### config.mk
export PLATFORM = sky130hd
export DESIGN_NAME = collision_engine_flat
export DESIGN_NICKNAME = d
export VERILOG_FILES = /design/src/rtl/collision_engine_if.sv /design/src/rtl/collision_engine.sv /design/src/flat_wrapper.sv
export SDC_FILE = /design/constraint.sdc
export NUM_CORES = 1
export LEC_CHECK = 0
export BUFFER_PORTS_ARGS = -buffer_cell sky130_fd_sc_hd__buf_2
export CAP_MARGIN = 5
export CELL_PAD_IN_SITES_DETAIL_PLACEMENT = 0
export CELL_PAD_IN_SITES_GLOBAL_PLACEMENT = 1
export CORE_AREA = 2 2 258 260
export CTS_BUF_LIST = sky130_fd_sc_hd__clkbuf_8
export DETAILED_ROUTE_END_ITERATION = 8
export DIE_AREA = 0 0 260 262
export PLACE_DENSITY_LB_ADDON = 0.1
export SYNTH_ARGS = -nofsm -noshare
export SYNTH_HDL_FRONTEND = slang
export SYNTH_SLANG_ARGS = --single-unit
export TNS_END_PERCENT = 50
### constraint.sdc
create_clock -name Clk -period 18.35 [get_ports Clk]
set_input_delay 1.835 -clock Clk [delete_from_list [all_inputs] [get_ports Clk]]
set_output_delay 1.835 -clock Clk [all_outputs]
set_load 0.005 [all_outputs]
### src/rtl/collision_engine_if.sv
// ----------------------------------------------------------------------------
// collision_engine_if
// Bundles the frame control strobes, the wall/tank/bullet position buses and
// the per-frame results exchanged between the game logic and collision_engine.
//   master : drives frame_start, round_clear and all positions/directions;
//            receives busy, done, can_move, bullet_hit, tank_alive
//   slave  : the collision engine side (mirror of master)
// Field k of a packed bus sits at [k*COORD_W +: COORD_W] (directions: [k*3 +: 3]).
// ----------------------------------------------------------------------------
interface collision_engine_if #(
   parameter int NUM_TANKS = 2,
   parameter int NUM_WALLS = 4,
   parameter int COORD_W   = 10
);
   logic                         frame_start;
   logic                         round_clear;
   logic [NUM_WALLS*COORD_W-1:0] wall_x;
   logic [NUM_WALLS*COORD_W-1:0] wall_y;
   logic [NUM_WALLS-1:0]         wall_vert;
   logic [NUM_TANKS*COORD_W-1:0] tank_x;
   logic [NUM_TANKS*COORD_W-1:0] tank_y;
   logic [NUM_TANKS*3-1:0]       tank_dir;
   logic [NUM_TANKS*COORD_W-1:0] bullet_x;
   logic [NUM_TANKS*COORD_W-1:0] bullet_y;
   logic [NUM_TANKS*3-1:0]       bullet_dir;
   logic                         busy;
   logic                         done;
   logic [NUM_TANKS-1:0]         can_move;
   logic [NUM_TANKS-1:0]         bullet_hit;
   logic [NUM_TANKS-1:0]         tank_alive;

   modport master (
      output frame_start, round_clear, wall_x, wall_y, wall_vert,
             tank_x, tank_y, tank_dir, bullet_x, bullet_y, bullet_dir,
      input  busy, done, can_move, bullet_hit, tank_alive
   );

   modport slave (
      input  frame_start, round_clear, wall_x, wall_y, wall_vert,
             tank_x, tank_y, tank_dir, bullet_x, bullet_y, bullet_dir,
      output busy, done, can_move, bullet_hit, tank_alive
   );
endinterface

### src/rtl/collision_engine.sv
// ----------------------------------------------------------------------------
// collision_engine
// Sequential collision resolver for the tank game. A frame_start pulse
// snapshots every position, then one wall per cycle is tested against all
// tanks and bullets (screen edges folded into the first wall cycle), then one
// bullet per cycle is tested against all tanks. Results are published as
// registered outputs together with a one-cycle done pulse.
// Ports:
//   Clk      : system clock
//   Reset_n  : asynchronous active-low reset
//   bus      : collision_engine_if.slave (strobes, positions, results)
// ----------------------------------------------------------------------------
module collision_engine #(
   parameter int NUM_TANKS   = 2,
   parameter int NUM_WALLS   = 4,
   parameter int COORD_W     = 10,
   parameter int TANK_SIZE   = 32,
   parameter int BULLET_SIZE = 8,
   parameter int TANK_STEP   = 1,
   parameter int BULLET_STEP = 5,
   parameter int SCREEN_W    = 640,
   parameter int SCREEN_H    = 480
) (
   input logic               Clk,
   input logic               Reset_n,
   collision_engine_if.slave bus
);

   // One extra bit so sums never wrap, one more for the sign of x-step / y-step.
   localparam int SW     = COORD_W + 2;
   localparam int MAX_N  = (NUM_WALLS > NUM_TANKS) ? NUM_WALLS : NUM_TANKS;
   localparam int IDX_W  = (MAX_N > 1) ? $clog2(MAX_N) : 1;

   typedef logic signed [SW-1:0] scoord_t;
   typedef enum logic [1:0] {IDLE, WALL, PAIR, DONE} state_t;

   // ------------------------------------------------------------------------
   // Geometry helpers
   // ------------------------------------------------------------------------
   function automatic scoord_t widen(input logic [COORD_W-1:0] c);
      return scoord_t'({2'b00, c});
   endfunction

   function automatic logic dir_active(input logic [2:0] dir);
      return (dir >= 3'd1) && (dir <= 3'd4);
   endfunction

   function automatic scoord_t step_x(input scoord_t x, input logic [2:0] dir, input int step);
      case (dir)
         3'd2:    return x + scoord_t'(step);
         3'd3:    return x - scoord_t'(step);
         default: return x;
      endcase
   endfunction

   function automatic scoord_t step_y(input scoord_t y, input logic [2:0] dir, input int step);
      case (dir)
         3'd1:    return y - scoord_t'(step);
         3'd4:    return y + scoord_t'(step);
         default: return y;
      endcase
   endfunction

   // Strict inequalities: boxes that merely share an edge do not overlap.
   function automatic logic overlap(input scoord_t ax, input scoord_t ay,
                                    input scoord_t aw, input scoord_t ah,
                                    input scoord_t bx, input scoord_t by,
                                    input scoord_t bw, input scoord_t bh);
      return (ax < bx + bw) && (bx < ax + aw) && (ay < by + bh) && (by < ay + ah);
   endfunction

   function automatic logic off_screen(input scoord_t nx, input scoord_t ny, input int size);
      return (nx < scoord_t'(0)) || (ny < scoord_t'(0)) ||
             (nx + scoord_t'(size) > scoord_t'(SCREEN_W)) ||
             (ny + scoord_t'(size) > scoord_t'(SCREEN_H));
   endfunction

   // ------------------------------------------------------------------------
   // State, snapshot, accumulator and output registers
   // ------------------------------------------------------------------------
   state_t                       state_q, state_d;
   logic [IDX_W-1:0]             idx_q, idx_d;
   logic [NUM_WALLS*COORD_W-1:0] wall_x_q, wall_x_d, wall_y_q, wall_y_d;
   logic [NUM_WALLS-1:0]         wall_vert_q, wall_vert_d;
   logic [NUM_TANKS*COORD_W-1:0] tank_x_q, tank_x_d, tank_y_q, tank_y_d;
   logic [NUM_TANKS*COORD_W-1:0] bullet_x_q, bullet_x_d, bullet_y_q, bullet_y_d;
   logic [NUM_TANKS*3-1:0]       tank_dir_q, tank_dir_d, bullet_dir_q, bullet_dir_d;
   logic [NUM_TANKS-1:0]         alive_snap_q, alive_snap_d;
   logic [NUM_TANKS-1:0]         blk_q, blk_d;
   logic [NUM_TANKS-1:0]         hit_q, hit_d;
   logic [NUM_TANKS-1:0]         kill_q, kill_d;
   logic [NUM_TANKS-1:0]         can_move_q, can_move_d;
   logic [NUM_TANKS-1:0]         bullet_hit_q, bullet_hit_d;
   logic [NUM_TANKS-1:0]         tank_alive_q, tank_alive_d;

   // FSM control decodes
   logic snap_en, wall_en, pair_en, load_en;
   logic last_wall, last_tank;

   // Decoded geometry of the snapshot
   scoord_t tcx [NUM_TANKS];
   scoord_t tcy [NUM_TANKS];
   scoord_t tnx [NUM_TANKS];
   scoord_t tny [NUM_TANKS];
   scoord_t bnx [NUM_TANKS];
   scoord_t bny [NUM_TANKS];
   logic [NUM_TANKS-1:0] t_act, b_act;
   scoord_t wx, wy, ww, wh;
   scoord_t sbx, sby;
   logic    s_act;
   logic    pair_hit;

   assign last_wall = (int'(idx_q) == NUM_WALLS - 1);
   assign last_tank = (int'(idx_q) == NUM_TANKS - 1);

   // ------------------------------------------------------------------------
   // FSM: state register
   // ------------------------------------------------------------------------
   always_ff @(posedge Clk or negedge Reset_n) begin
      if (!Reset_n) state_q <= IDLE;
      else          state_q <= state_d;
   end

   // FSM: next state. frame_start is only honoured in IDLE.
   always_comb begin
      state_d = state_q;
      case (state_q)
         IDLE:    if (bus.frame_start) state_d = WALL;
         WALL:    if (last_wall)       state_d = PAIR;
         PAIR:    if (last_tank)       state_d = DONE;
         DONE:                         state_d = IDLE;
         default:                      state_d = IDLE;
      endcase
   end

   // FSM: outputs. The results are loaded on the edge that enters DONE, so
   // during the DONE cycle done is high and the outputs already hold them.
   always_comb begin
      snap_en  = (state_q == IDLE) && bus.frame_start;
      wall_en  = (state_q == WALL);
      pair_en  = (state_q == PAIR);
      load_en  = (state_q == PAIR) && last_tank;
      bus.busy = (state_q == WALL) || (state_q == PAIR);
      bus.done = (state_q == DONE);
   end

   // ------------------------------------------------------------------------
   // Geometry decode of the snapshot and of the currently indexed wall/bullet
   // ------------------------------------------------------------------------
   always_comb begin
      for (int k = 0; k < NUM_TANKS; k++) begin
         tcx[k]   = widen(tank_x_q[k*COORD_W +: COORD_W]);
         tcy[k]   = widen(tank_y_q[k*COORD_W +: COORD_W]);
         tnx[k]   = step_x(tcx[k], tank_dir_q[k*3 +: 3], TANK_STEP);
         tny[k]   = step_y(tcy[k], tank_dir_q[k*3 +: 3], TANK_STEP);
         bnx[k]   = step_x(widen(bullet_x_q[k*COORD_W +: COORD_W]), bullet_dir_q[k*3 +: 3], BULLET_STEP);
         bny[k]   = step_y(widen(bullet_y_q[k*COORD_W +: COORD_W]), bullet_dir_q[k*3 +: 3], BULLET_STEP);
         t_act[k] = dir_active(tank_dir_q[k*3 +: 3]);
         b_act[k] = dir_active(bullet_dir_q[k*3 +: 3]);
      end
      wx = '0;
      wy = '0;
      ww = '0;
      wh = '0;
      for (int w = 0; w < NUM_WALLS; w++) begin
         if (int'(idx_q) == w) begin
            wx = widen(wall_x_q[w*COORD_W +: COORD_W]);
            wy = widen(wall_y_q[w*COORD_W +: COORD_W]);
            ww = wall_vert_q[w] ? scoord_t'(32) : scoord_t'(64);
            wh = wall_vert_q[w] ? scoord_t'(64) : scoord_t'(32);
         end
      end
      sbx   = '0;
      sby   = '0;
      s_act = 1'b0;
      for (int k = 0; k < NUM_TANKS; k++) begin
         if (int'(idx_q) == k) begin
            sbx   = bnx[k];
            sby   = bny[k];
            s_act = b_act[k];
         end
      end
   end

   // ------------------------------------------------------------------------
   // Datapath next-state: snapshot, accumulate, publish
   // ------------------------------------------------------------------------
   always_comb begin
      idx_d        = idx_q;
      wall_x_d     = wall_x_q;
      wall_y_d     = wall_y_q;
      wall_vert_d  = wall_vert_q;
      tank_x_d     = tank_x_q;
      tank_y_d     = tank_y_q;
      tank_dir_d   = tank_dir_q;
      bullet_x_d   = bullet_x_q;
      bullet_y_d   = bullet_y_q;
      bullet_dir_d = bullet_dir_q;
      alive_snap_d = alive_snap_q;
      blk_d        = blk_q;
      hit_d        = hit_q;
      kill_d       = kill_q;
      can_move_d   = can_move_q;
      bullet_hit_d = bullet_hit_q;
      tank_alive_d = tank_alive_q;
      pair_hit     = 1'b0;

      if (snap_en) begin
         wall_x_d     = bus.wall_x;
         wall_y_d     = bus.wall_y;
         wall_vert_d  = bus.wall_vert;
         tank_x_d     = bus.tank_x;
         tank_y_d     = bus.tank_y;
         tank_dir_d   = bus.tank_dir;
         bullet_x_d   = bus.bullet_x;
         bullet_y_d   = bus.bullet_y;
         bullet_dir_d = bus.bullet_dir;
         alive_snap_d = tank_alive_q;
         idx_d        = '0;
         blk_d        = '0;
         hit_d        = '0;
         kill_d       = '0;
      end

      if (wall_en) begin
         for (int k = 0; k < NUM_TANKS; k++) begin
            if (t_act[k] &&
                (overlap(tnx[k], tny[k], scoord_t'(TANK_SIZE), scoord_t'(TANK_SIZE), wx, wy, ww, wh) ||
                 ((idx_q == '0) && off_screen(tnx[k], tny[k], TANK_SIZE))))
               blk_d[k] = 1'b1;
            if (b_act[k] &&
                (overlap(bnx[k], bny[k], scoord_t'(BULLET_SIZE), scoord_t'(BULLET_SIZE), wx, wy, ww, wh) ||
                 ((idx_q == '0) && off_screen(bnx[k], bny[k], BULLET_SIZE))))
               hit_d[k] = 1'b1;
         end
         idx_d = last_wall ? '0 : idx_q + IDX_W'(1);
      end

      if (pair_en) begin
         // Bullet idx against every live tank except its owner.
         for (int j = 0; j < NUM_TANKS; j++) begin
            if (s_act && (int'(idx_q) != j) && alive_snap_q[j] &&
                overlap(sbx, sby, scoord_t'(BULLET_SIZE), scoord_t'(BULLET_SIZE),
                        tcx[j], tcy[j], scoord_t'(TANK_SIZE), scoord_t'(TANK_SIZE))) begin
               kill_d[j] = 1'b1;
               pair_hit  = 1'b1;
            end
         end
         for (int k = 0; k < NUM_TANKS; k++)
            if (pair_hit && (int'(idx_q) == k)) hit_d[k] = 1'b1;
         idx_d = last_tank ? '0 : idx_q + IDX_W'(1);
      end

      // A tank killed this frame is already treated as dead for can_move.
      if (load_en) begin
         can_move_d   = alive_snap_q & ~kill_d & ~blk_d;
         bullet_hit_d = hit_d;
         tank_alive_d = tank_alive_q & ~kill_d;
      end

      if (bus.round_clear) tank_alive_d = '1;
   end

   always_ff @(posedge Clk or negedge Reset_n) begin
      if (!Reset_n) begin
         idx_q        <= '0;
         wall_x_q     <= '0;
         wall_y_q     <= '0;
         wall_vert_q  <= '0;
         tank_x_q     <= '0;
         tank_y_q     <= '0;
         tank_dir_q   <= '0;
         bullet_x_q   <= '0;
         bullet_y_q   <= '0;
         bullet_dir_q <= '0;
         alive_snap_q <= '0;
         blk_q        <= '0;
         hit_q        <= '0;
         kill_q       <= '0;
         can_move_q   <= '1;
         bullet_hit_q <= '0;
         tank_alive_q <= '1;
      end else begin
         idx_q        <= idx_d;
         wall_x_q     <= wall_x_d;
         wall_y_q     <= wall_y_d;
         wall_vert_q  <= wall_vert_d;
         tank_x_q     <= tank_x_d;
         tank_y_q     <= tank_y_d;
         tank_dir_q   <= tank_dir_d;
         bullet_x_q   <= bullet_x_d;
         bullet_y_q   <= bullet_y_d;
         bullet_dir_q <= bullet_dir_d;
         alive_snap_q <= alive_snap_d;
         blk_q        <= blk_d;
         hit_q        <= hit_d;
         kill_q       <= kill_d;
         can_move_q   <= can_move_d;
         bullet_hit_q <= bullet_hit_d;
         tank_alive_q <= tank_alive_d;
      end
   end

   assign bus.can_move   = can_move_q;
   assign bus.bullet_hit = bullet_hit_q;
   assign bus.tank_alive = tank_alive_q;

endmodule

### src/flat_wrapper.sv
// flat-port wrapper written by rule: the top's interface ports become plain ports
module collision_engine_flat 
#(
   parameter int NUM_TANKS   = 2,
   parameter int NUM_WALLS   = 4,
   parameter int COORD_W     = 10,
   parameter int TANK_SIZE   = 32,
   parameter int BULLET_SIZE = 8,
   parameter int TANK_STEP   = 1,
   parameter int BULLET_STEP = 5,
   parameter int SCREEN_W    = 640,
   parameter int SCREEN_H    = 480
)
  (Clk, Reset_n, bus_frame_start, bus_round_clear, bus_wall_x, bus_wall_y, bus_wall_vert, bus_tank_x, bus_tank_y, bus_tank_dir, bus_bullet_x, bus_bullet_y, bus_bullet_dir, bus_busy, bus_done, bus_can_move, bus_bullet_hit, bus_tank_alive);
  collision_engine_if #(.NUM_TANKS(NUM_TANKS), .NUM_WALLS(NUM_WALLS), .COORD_W(COORD_W)) bus_i ();
  input logic Clk;
  input logic Reset_n;
  input wire logic [$bits(bus_i.frame_start)-1:0] bus_frame_start;
  input wire logic [$bits(bus_i.round_clear)-1:0] bus_round_clear;
  input wire logic [$bits(bus_i.wall_x)-1:0] bus_wall_x;
  input wire logic [$bits(bus_i.wall_y)-1:0] bus_wall_y;
  input wire logic [$bits(bus_i.wall_vert)-1:0] bus_wall_vert;
  input wire logic [$bits(bus_i.tank_x)-1:0] bus_tank_x;
  input wire logic [$bits(bus_i.tank_y)-1:0] bus_tank_y;
  input wire logic [$bits(bus_i.tank_dir)-1:0] bus_tank_dir;
  input wire logic [$bits(bus_i.bullet_x)-1:0] bus_bullet_x;
  input wire logic [$bits(bus_i.bullet_y)-1:0] bus_bullet_y;
  input wire logic [$bits(bus_i.bullet_dir)-1:0] bus_bullet_dir;
  output wire logic [$bits(bus_i.busy)-1:0] bus_busy;
  output wire logic [$bits(bus_i.done)-1:0] bus_done;
  output wire logic [$bits(bus_i.can_move)-1:0] bus_can_move;
  output wire logic [$bits(bus_i.bullet_hit)-1:0] bus_bullet_hit;
  output wire logic [$bits(bus_i.tank_alive)-1:0] bus_tank_alive;
  assign bus_i.frame_start = bus_frame_start;
  assign bus_i.round_clear = bus_round_clear;
  assign bus_i.wall_x = bus_wall_x;
  assign bus_i.wall_y = bus_wall_y;
  assign bus_i.wall_vert = bus_wall_vert;
  assign bus_i.tank_x = bus_tank_x;
  assign bus_i.tank_y = bus_tank_y;
  assign bus_i.tank_dir = bus_tank_dir;
  assign bus_i.bullet_x = bus_bullet_x;
  assign bus_i.bullet_y = bus_bullet_y;
  assign bus_i.bullet_dir = bus_bullet_dir;
  assign bus_busy = bus_i.busy;
  assign bus_done = bus_i.done;
  assign bus_can_move = bus_i.can_move;
  assign bus_bullet_hit = bus_i.bullet_hit;
  assign bus_tank_alive = bus_i.tank_alive;
  collision_engine #(.NUM_TANKS(NUM_TANKS), .NUM_WALLS(NUM_WALLS), .COORD_W(COORD_W), .TANK_SIZE(TANK_SIZE), .BULLET_SIZE(BULLET_SIZE), .TANK_STEP(TANK_STEP), .BULLET_STEP(BULLET_STEP), .SCREEN_W(SCREEN_W), .SCREEN_H(SCREEN_H)) u_core (.Clk(Clk), .Reset_n(Reset_n), .bus(bus_i));
endmodule
==> flow_summary.yaml <==
outcome:
  status: "completed"
synthesis:
  synth_top_cell_by_area: "dfrtp_1"
  ys_ff_latch: 194
  yosysUniqueCellTypes: 113
  synth_top_cell_area_share_pct: 24.4
  postSynthAreaPerCell_um2: 9.02
  async_flop_share_pct: 100
  synth_area_leaders: "dfrtp_1 (24%), ha_1 (17%), mux2_2 (11%)"
  synth_nets: 2609
  synth_cells: 2161
  ys_warn_count: 0
  ys_seq_area_share_pct: 24.9
  synth-main-ff-cell: "dfrtp_1"
  synth_common_cells: "ha_1 (266), dfrtp_1 (190), mux2_2 (183)"
  yosysMostFrequentCell: "ha_1"
  syn_area_um2: 19500
  synth_edf_count: 0
drt:
  routed_wl_um: 72300
  drtIter0Drc: 1064
  antenna_left: 0
  dr_total_vias: 17068
  post_drt_wl_per_cell_um: 22.8
  via_per_inst: 5.38
  drcViolationCount: 0
  dr.pass1.iters: 5
clocking:
  clk_pin_slew_worst_paths_ps: 140
  hold_buffers: 0
  cts-root-buf: "clkbuf_8"
  htree_levels: 4
  cts.sinks: 194
  cts_buffer_depth: 2
  numCtsBuffers: 17
  cts_tree: "built"
  postCtsSetupBuffers: 0
  insertion_delay_ps: 600
  cts-resized-gates: 0
layout:
  area_delta_synth_final_pct: 11.4
  stdcell_count: 3171
  layout-drive-gt1-share_pct: 20.7
  num-nets-final: 2740
sta:
  fin_crit_ps: 6080
  rsz0062_at_grt: "no"
  tns_ps: 0
  setup_viol: 0
  finalHoldViolations: 0
  timing.hold.ws_ps: 519
  maxSlewViolCount: 0
  tightest_slew_ps: 1290
  maxSlewHeadroom_pct: 12.9
  setup_ws_ps: 12270
  clock_skew_ps: 33.3
  finalCritPeriodShare_pct: 33.2
  fmax_ghz: 0.164
grt:
  grt_overflow: 0
  antenna_found_initial: 2
  grt.total_usage_pct: 21.3
  grt_max_degree: 76
  grt_pass1_vias: 17078
  grt_pass1_wl_um: 109000
worst_setup_path:
  path_cells: "inv_1 > ha_1 > nor2b_4 > buf_4 > a22oi_1 > nor2_1 > a21oi_1 > o21ai_0 > buf_4 > ha_1 > fa_1 > inv_1 > ha_1 > a211o_1 > or3_1 > o21ai_0 > a211oi_1 > o21ai_0 > or3b_2 > a221o_1 > nand3_1 > o31ai_1"
  end_kind: "flop"
  cp_max_fo: 42
  crit_family: "compound AO/OA/AOI/OAI gates"
  start_kind: "flop"
  crit_slowest_cell: "ha_1"
  worstSetupPathType: "flop to flop"
  critPathRequiredTime_ps: 18850
  cp_num_buf_inv: 4
  slowest_delay_ps: 600
  cp_data_arrival_time_ps: 6590
placed_design:
  hpwl_um: 57800
  gp_congestion: 0.893
  dp_slack_ps: 12270
  place.port_buffers: 187
  dpl.cell_count: 3137
job:
  cap_violations: 0
floorplan:
  core_area_um2: 65300
  start_util_pct: 29.9
  die_height_um: 262
  rows: 94
  io-pin-count: 188
  die_w_um: 260
  fp.dieArea_um2: 68100
min_path:
  hp-class: "flop to flop"
[per-stage QoR]
step                utilization (%)  instance area, µm²
CTS                            33.3               21700
finish                         33.3               21700
floorplan                         -               19500
detailed placement             32.5               21200
global route                   33.3               21700
global placement               32.5               21200
[cell usage in the layout, fill, tap and decap left out, drive strengths merged, types with 40 or more instances in the layout]
master	netlist	final
nand4	40	40
nand2	104	104
ha	266	266
a21o	40	40
dfrtp	190	190
o21ai	98	98
a21oi	127	127
nor2	130	130
xnor2	80	80
nand3	76	76
mux2	186	186
nor3	44	44
inv	147	159
buf	29	204
xor2	50	50
[final cells by class]
type | count | area, µm²
clock inverter | 15 | 225
tap | 864 | 1080
multi-input combinational | 1728 | 13700
timing repair buffer | 204 | 1070
inverter | 147 | 552
sequential | 194 | 4860
fill | 6854 | 43600
antenna | 2 | 5.00
clock buffer | 17 | 234
[state kept, by name, summed over array words and instances (netlist names), 4 cells and up]
register,flops
u_core.wall_y_q,40
u_core.tank_y_q,20
u_core.wall_vert_q,4
u_core.tank_x_q,20
u_core.tank_dir_q,6
u_core.bullet_x_q,20
u_core.bullet_dir_q,6
u_core.bullet_y_q,20
u_core.wall_x_q,40
[cells by family after synthesis]
logic type | share of synthesized area, %
xor+xnor | 5.88
simple gates | 17.5
flops | 24.9
fa+ha+maj | 17.5
buf+inv | 4.98
mux | 11.4
compound gates | 17.8
[metal layers]
layer  GRT usage, %  routed length, µm  up-vias  share of wire, %
li1               -                  -     8237                 -
met2           34.2              33400      342                46
met1           30.8              35700     8453                49
met3           2.74               2480       36               3.4
met4           3.88                663        0              0.92
met5              0                  0        -                 0
[final timing paths]
check	end	cells past startpoint	start	slack [ps]
worst min-delay path	u_core.wall_x_q[24]	1	u_core.wall_x_q[24]	520
worst max-delay path	u_core.bus.can_move[0]	22	u_core.idx_q[0]	12270
worst max register to register	u_core.bus.can_move[0]	22	u_core.idx_q[0]	12270
worst min register to register	u_core.wall_x_q[24]	1	u_core.wall_x_q[24]	520
max in group asynchronous	u_core.wall_vert_q[3]	2	Reset_n	15700
min in group asynchronous	u_core.bullet_y_q[10]	1	Reset_n	1200
Power is left out: the tool's default activity adds up to more than one toggle a clock period on the data nets, which glitch-free logic cannot reach.
